`src/rtl/seven_seg_pkg.sv`:
```
// seven_seg_pkg: shared segment types, blank pattern and the active-low hex glyph table.
package seven_seg_pkg;
  typedef logic [7:0] seg_t;
  localparam seg_t SEG_OFF = 8'hFF;
  // Bit order is {g,f,e,d,c,b,a}; a 0 lights the segment.
  localparam logic [6:0] HEX_SEG [16] = '{
    7'h40, 7'h79, 7'h24, 7'h30, 7'h19, 7'h12, 7'h02, 7'h78,
    7'h00, 7'h10, 7'h08, 7'h03, 7'h46, 7'h21, 7'h06, 7'h0E
  };
endpackage

```
`src/rtl/seven_segment.sv`:
```
// seven_segment: combinational hex nibble to active-low a..g segment decoder.
module seven_segment
  import seven_seg_pkg::*;
(
  input  logic [3:0] data,
  output logic [6:0] segment
);
  assign segment = HEX_SEG[data];
endmodule

```
`src/rtl/seven_segment_mux.sv`:
```
// seven_segment_mux: frame-shadowed, time-multiplexed N-digit common-anode hex display driver.
module seven_segment_mux
  import seven_seg_pkg::*;
#(
  parameter int NUM_DIGITS     = 4,
  parameter int REFRESH_CYCLES = 100000,
  parameter int BLANK_CYCLES   = 1000
) (
  input  logic                    clk,
  input  logic                    reset,
  input  logic [4*NUM_DIGITS-1:0] data,
  input  logic [NUM_DIGITS-1:0]   dp,
  input  logic [NUM_DIGITS-1:0]   digit_en,
  input  logic                    blank,
  output logic [7:0]              segment,
  output logic [NUM_DIGITS-1:0]   anode,
  output logic                    frame_done
);
  localparam int CW = $clog2(REFRESH_CYCLES);
  localparam int SW = NUM_DIGITS > 1 ? $clog2(NUM_DIGITS) : 1;
  logic [CW-1:0]           count;
  logic [SW-1:0]           sel;
  logic [4*NUM_DIGITS-1:0] sh_data;
  logic [NUM_DIGITS-1:0]   sh_dp, sh_en;
  logic                    load_pending;
  logic                    last_cnt, last_sel, cap, dark;
  logic [3:0]              nib;
  logic [6:0]              glyph;
  logic [NUM_DIGITS-1:0]   an_nxt;
  seg_t                    seg_nxt;
  seven_segment u_dec (.data(nib), .segment(glyph));
  // A capture happens on the edge where digit_sel wraps back to 0, or on the first edge out of reset.
  always_comb begin
    last_cnt = count == CW'(REFRESH_CYCLES - 1);
    last_sel = sel == SW'(NUM_DIGITS - 1);
    cap      = load_pending | (last_cnt & last_sel);
    nib      = sh_data[4*sel +: 4];
    dark     = blank | (count < CW'(BLANK_CYCLES)) | ~sh_en[sel];
    an_nxt   = dark ? '1 : ~(NUM_DIGITS'(1) << sel);
    seg_nxt  = dark ? SEG_OFF : {~sh_dp[sel], glyph};
  end
  always_ff @(posedge clk or posedge reset) begin
    if (reset) begin
      count        <= '0;
      sel          <= '0;
      sh_data      <= '0;
      sh_dp        <= '0;
      sh_en        <= '0;
      load_pending <= 1'b1;
      frame_done   <= 1'b0;
      anode        <= '1;
      segment      <= SEG_OFF;
    end else begin
      count        <= last_cnt ? '0 : count + CW'(1);
      sel          <= last_cnt ? (last_sel ? '0 : sel + SW'(1)) : sel;
      load_pending <= 1'b0;
      frame_done   <= cap;
      anode        <= an_nxt;
      segment      <= seg_nxt;
      if (cap) begin
        sh_data <= data;
        sh_dp   <= dp;
        sh_en   <= digit_en;
      end
    end
  end
endmodule

```
`config.mk`:
```
export PLATFORM = sky130hd
export DESIGN_NAME = seven_segment_mux
export DESIGN_NICKNAME = d
export VERILOG_FILES = /design/src/rtl/seven_seg_pkg.sv /design/src/rtl/seven_segment.sv /design/src/rtl/seven_segment_mux.sv
export SDC_FILE = /design/constraint.sdc
export NUM_CORES = 1
export LEC_CHECK = 0
export CAP_MARGIN = 20
export CORE_MARGIN = 2
export CORE_UTILIZATION = 54
export CTS_CLUSTER_SIZE = 40
export DETAILED_ROUTE_END_ITERATION = 10
export PLACE_DENSITY = 0.79
export SYNTH_ARGS = -nofsm -noshare
export SYNTH_HDL_FRONTEND = slang
export SYNTH_SLANG_ARGS = --single-unit
```
`constraint.sdc`:
```
create_clock -name clk -period 2.37 [get_ports clk]
set_clock_uncertainty 0.1 [all_clocks]
set_input_delay 0.474 -clock clk [delete_from_list [all_inputs] [get_ports clk]]
set_output_delay 0.474 -clock clk [all_outputs]
set_load 0.02 [all_outputs]
```
==> results of run 1 <==
==> kinds of logic (layout without fill, tap and decap cells) <==
| family | Yosys count | count (layout) | synth area share [%] |
|---|---|---|---|
| and+or+nand+nor | 59 | 59 | 11.3 |
| DFF | 57 | 57 | 53.0 |
| muxes | 32 | 32 | 16.1 |
| AOI/OAI and AO/OA | 20 | 20 | 5.29 |
| buffers and inverters | 18 | 69 | 3.54 |
| xor gates and xnor gates | 17 | 17 | 5.47 |
| adders and majority gates | 11 | 11 | 5.06 |
| other | 1 | 1 | 0.138 |
==> metal layers <==
| layer | routed length (um) | up-vias | GRT usage, % |
|---|---|---|---|
| li1 | - | 848 | - |
| met3 | 199 | 16 | 4.82 |
| met2 | 2150 | 50 | 28.2 |
| met4 | 163 | 0 | 12.7 |
| met1 | 2230 | 859 | 30.1 |
| met5 | 0 | - | 0 |
==> state kept, by name, summed over array words and instances, names as in the netlist <==
name,cells
sh_en,4
count,17
segment,8
anode,4
load_pending,1
sh_dp,4
frame_done,1
sel,2
sh_data,16
==> path summary, 6_finish.rpt <==
| kind | cells past startpoint | from | endpoint |
|---|---|---|---|
| max in group asynchronous | 3 | reset | segment[4] |
| min reg2reg | 1 | count[0] | count[0] |
| max reg2reg | 6 | count[0] | sh_data[5] |
| max | 6 | count[0] | sh_data[5] |
| min in group asynchronous | 3 | reset | sh_en[1] |
| min | 1 | count[0] | count[0] |
==> worst max-delay path, cell delays in order (launching register included) <==
cell     delay, ns
dfrtp_1       0.40
ha_1          0.24
and4_1        0.25
and4_1        0.23
a21oi_4       0.16
buf_4         0.25
mux2_2        0.37
==> synthesized netlist by cell type, drive strengths merged (6+ instances only) <==
| cell type | count |
|---|---|
| mux2 | 25 |
| ha | 11 |
| nor2 | 12 |
| dfstp | 13 |
| inv | 8 |
| nand2 | 17 |
| xor2 | 13 |
| dfrtp | 44 |
| o21ai | 6 |
| mux4 | 7 |
| nand3 | 7 |
| buf | 6 |
==> where the power goes <==
part / internal (mW) / total, mW / switching [mW]
clock: 0.540 / 0.910 / 0.370
combinational: 0.126 / 0.216 / 0.0898
sequential: 1.02 / 1.05 / 0.0278
==> final cells by class <==
class / instances / area share [%]
clock inverter: 3 / 1.18
inverter: 8 / 0.887
timing repair buffer: 45 / 13.2
sequential: 57 / 42.6
clock buffer: 13 / 4.69
tap: 67 / 2.48
multi-input combinational: 140 / 34.9
==> reports/metrics.cfg, run 1 <==
[timing]
max_freq_ghz=0.470
post-route-min-period_ns=2.13
rsz0062_at_grt=no
finalHoldViolCount=0
fin_tns_setup_ns=0
layout_setup_ws_ns=0.241
finalMaxSlewViolations=0
holdWs_ns=0.365
fin_crit_sh_pct=89.8
setup_violations=0

[route]
ant_nets=0
drt_wl_total_um=4730
dr.pass1.iters=4
vias_per_cell=5.32
drtIter0Drc=72
vias=1773
avgRoutedWirePerCell_um=14.2
drc=0

[place]
routabilityCongestion=0.856
place_area_mm2=0.00319
pre_cts_ws_ns=0.251
placedCellCount=317
place_hpwl_um=3330
port_buffers=39

[critical_path]
path_max_fanout=16
path_class=flip-flop to flip-flop
crit_arrival_ns=2.25
startpoint_type=flip-flop
reg2reg_setup_slack_ns=0.24
end_kind=flip-flop
required_ns=2.49

[clock_tree]
clock_tree.root_cell=clkbuf_8
cts_buffers=9
clock-sinks=57
clock_path_buffers=2
cts-hold-fix-buffers=0
post_cts_buffers=0
cts_resized=0
path_clk_slew_ns=0.06
htreeDepth=3
cts_tree=built
worstSkewPairLatency_ns=0.34

[die]
dieArea_mm2=0.00562
start_util_pct=56.8
io_pins=40
core_area_mm2=0.00479
die_w_um=75.0
rows=25
die_h_um=75.0

[logic_synthesis]
ys_types=41
synth_top_area_share_pct=40.5
synth_seq_cells=57
synth_area_leader_cell=dfrtp_1
avgSynthCellArea_um2=12.7
syn_inst=215
syn-num-nets=253
ys.flop_type=dfrtp_1
yosysSeqAreaShare_pct=53.0
yosys_warnings=0
syn_area_mm2=0.00272
ys_top_cells_by_area=dfrtp_1 40%, dfstp_2 13%, mux2_2 9.9%
async_reset_ff_share_pct=100
synth_edf_count=0

[power_and_ir_drop]
vdd_ir_drop_max_uv=459
finalPower_mw=2.17
p_leak_nw=1.42
cellPowerDensity_mw_per_mm2=642

[cells_and_area]
fillers=361
final_common_cell=dfrtp_1
instances_no_fill=333
antennaDiodeCount=0
final_nets=299
layout-drive-gt1-share_pct=25.2
design_area_mm2=0.00338
final_cell_mix=44 x dfrtp_1, 39 x clkdlybuf4s50_1, 24 x mux2_2
multiInputGateArea_mm2=0.00118
area_delta_synth_final_pct=24.4
seq_area_mm2=0.00144
fin_util_pct=70.7

[grt]
grt_first_pass_wirelength_um=8420
antenna_found_initial=0
grt_max_degree=58
grt_pass1_vias=1727
gr-total-overflow=0
grtUsageTotal_pct=20.7

[outcome]
status=finished, final reports clean

[min_path]
worstHoldPathType=flip-flop to flip-flop

[run]
maxCapViolations=0

Power figures use the tool's default switching activity.
==> run 2, diff against run 1 <==
CORE_ASPECT_RATIO = 0.8   (was default)
==> run 2 against run 1 <==
Combinational power hardly changed. Largest power group unchanged. Global-route usage is 0.82 points lower. Final cell count is 1.8% lower. Highest routed layer unchanged. Final area is 0.78% lower.
==> reports/metrics.cfg, run 2 (synthesis results as in run 1) <==
[power_and_ir_drop]
p_int_mw=1.58  ; was 1.68 mW
p_clk_share_pct=38.8  ; was 41.9%
p_comb_share_pct=10.6  ; was 10.0%
cellPowerDensity_mw_per_mm2=615  ; was 642 mW/mm2
p_sw_mw=0.488  ; about the same
p_leak_nw=1.41  ; was 1.42 nW
power_frac_seq_pct=50.7  ; was 48.2%
switching_share_pct=23.6  ; was 22.5%
vdd_ir_drop_max_uv=461  ; was 459 uV

[timing]
max_freq_ghz=0.471  ; was 0.470 GHz
fin_tns_setup_ns=0  ; unchanged
fin_crit_sh_pct=89.6  ; was 89.8%
finalMaxSlewViolations=0  ; unchanged
layout_setup_ws_ns=0.246  ; was 0.241 ns
post-route-min-period_ns=2.12  ; was 2.13 ns
setup_violations=0  ; unchanged
rsz0062_at_grt=no  ; unchanged
finalHoldViolCount=0  ; unchanged

[cells_and_area]
layout-drive-gt1-share_pct=24.9  ; was 25.2%
final_nets=298  ; was 299
fillers=355  ; was 361
multiInputGateArea_mm2=0.00118  ; unchanged
final_common_cell=dfrtp_1  ; unchanged
largest_reg_flops=17  ; unchanged
top_register=count  ; unchanged
design_area_mm2=0.00336  ; was 0.00338 mm2
final_cell_mix=44 x dfrtp_1, 39 x clkdlybuf4s50_1, 24 x mux2_2  ; unchanged
antennaDiodeCount=0  ; unchanged
area_delta_synth_final_pct=23.5  ; was 24.4%
reg.largest.list=count (17), sh_data (16), segment (8)  ; unchanged
seq_area_mm2=0.00144  ; unchanged

[clock_tree]
clock-sinks=57  ; unchanged
clock_tree.root_cell=clkbuf_8  ; unchanged
path_clk_slew_ns=0.06  ; about the same
clock_path_buffers=2  ; unchanged
htreeDepth=3  ; unchanged
cts_tree=built  ; unchanged
worstSkewPairLatency_ns=0.34  ; about the same
cts-hold-fix-buffers=0  ; unchanged
cts_resized=0  ; unchanged
post_cts_buffers=0  ; unchanged
cts_buffers=9  ; unchanged

[min_path]
worstHoldPathType=input port to asynchronous set/reset pin  ; was flip-flop to flip-flop

[die]
die_w_um=83.4  ; was 75.0 um
rows=23  ; was 25
core_area_mm2=0.00492  ; was 0.00479 mm2
die_h_um=67.5  ; was 75.0 um
dieArea_mm2=0.00562  ; about the same
start_util_pct=55.3  ; was 56.8%
io_pins=40  ; unchanged

[critical_path]
worstPathCellList=mux4_2 > ha_1 > or2_2 > a21oi_1 > o21ai_0  ; was ha_1 > and4_1 > and4_1 > a21oi_4 > buf_4 > mux2_2
end_kind=flip-flop  ; unchanged
path_max_fanout=5  ; was 16
max_stage_delay_ns=0.62  ; was 0.40 ns
startpoint_type=flip-flop  ; unchanged
path_class=flip-flop to flip-flop  ; unchanged
crit_path_top_delay_cell=mux4_2  ; was dfrtp_1
required_ns=2.52  ; was 2.49 ns
crit_arrival_ns=2.28  ; was 2.25 ns

[grt]
grt_max_degree=42  ; was 58
grt_pass1_vias=1717  ; was 1727
grtUsageTotal_pct=19.9  ; was 20.7%
grt_first_pass_wirelength_um=8360  ; was 8420 um
antenna_found_initial=0  ; unchanged
gr-total-overflow=0  ; unchanged

[place]
port_buffers=39  ; unchanged
place_area_mm2=0.00318  ; was 0.00319 mm2
place_hpwl_um=3520  ; was 3330 um
routabilityCongestion=0.826  ; was 0.856
pre_cts_ws_ns=0.270  ; was 0.251 ns

[run]
maxCapViolations=0  ; unchanged

[route]
avgRoutedWirePerCell_um=15.1  ; was 14.2 um
vias=1759  ; was 1773
ant_nets=0  ; unchanged
vias_per_cell=5.38  ; was 5.32
drc=0  ; unchanged
drt_wl_total_um=4930  ; was 4730 um
drtIter0Drc=163  ; was 72
dr.pass1.iters=4  ; unchanged

[outcome]
status=finished, final reports clean  ; unchanged

run 2: cell types whose count changed in the layout (fill, tap and decap cells not counted):
| cell | change |
|---|---|
| buf_4 | -2 |
| buf_12 | +1 |
| bufinv_16 | -1 |
| clkinv_2 | +1 |
run 2: critical path: cells and delay by family, from the launching register on:
family | cells | cell delay, ns
compound gates | 2 | 0.21
fa+ha+maj | 1 | 0.28
flops | 1 | 0.51
mux | 1 | 0.62
simple gates | 1 | 0.31
run 2: metrics by stage:
step                hold WS [ns]  util (%)  power, mW  cells
finish                     0.338      68.2       2.07    327
floorplan                  0.324         -       1.20    215
detailed placement         0.375      64.7       1.28    311
global route               0.350      68.2       2.18    327
CTS                        0.330      68.2       2.09    327
global placement           0.335      64.7       1.27    311
run 2: path summary, 6_finish.rpt:
path	start	to	slack, ns	cells after the start
max	sel[0]	segment[3]	0.25	5
min	reset	sh_dp[2]	0.34	2
max reg2reg	sel[0]	segment[3]	0.25	5
min reg2reg	count[0]	count[0]	0.37	1
max in group asynchronous	reset	segment[1]	1.23	3
min in group clk	count[0]	count[0]	0.37	1
run 2: power groups by stage:
stage,combinational (mW),sequential [mW],clock [mW]
5_1_grt,0.242,1.05,0.884
3_3_place_gp,0.214,1.06,0
2_1_floorplan,0.145,1.05,0
4_1_cts,0.221,1.05,0.823
6_report,0.219,1.05,0.801
3_5_place_dp,0.221,1.06,0
run 2: cell type report:
cell class	instances	share of cell area, %
multi-input combinational	140	35.2
tap	62	2.31
timing repair buffer	44	13.5
inverter	8	0.894
clock buffer	13	4.73
clock inverter	3	0.447
sequential	57	43.0
run 2: per-layer routing:
metal	part of all wire [%]	vias up	wire, um	GRT usage, %
met1	47	859	2330	25.9
li1	-	847	-	-
met4	0.87	0	43	6.15
met5	0	-	0	0
met3	5.8	6	287	8.80
met2	46	47	2270	30.4
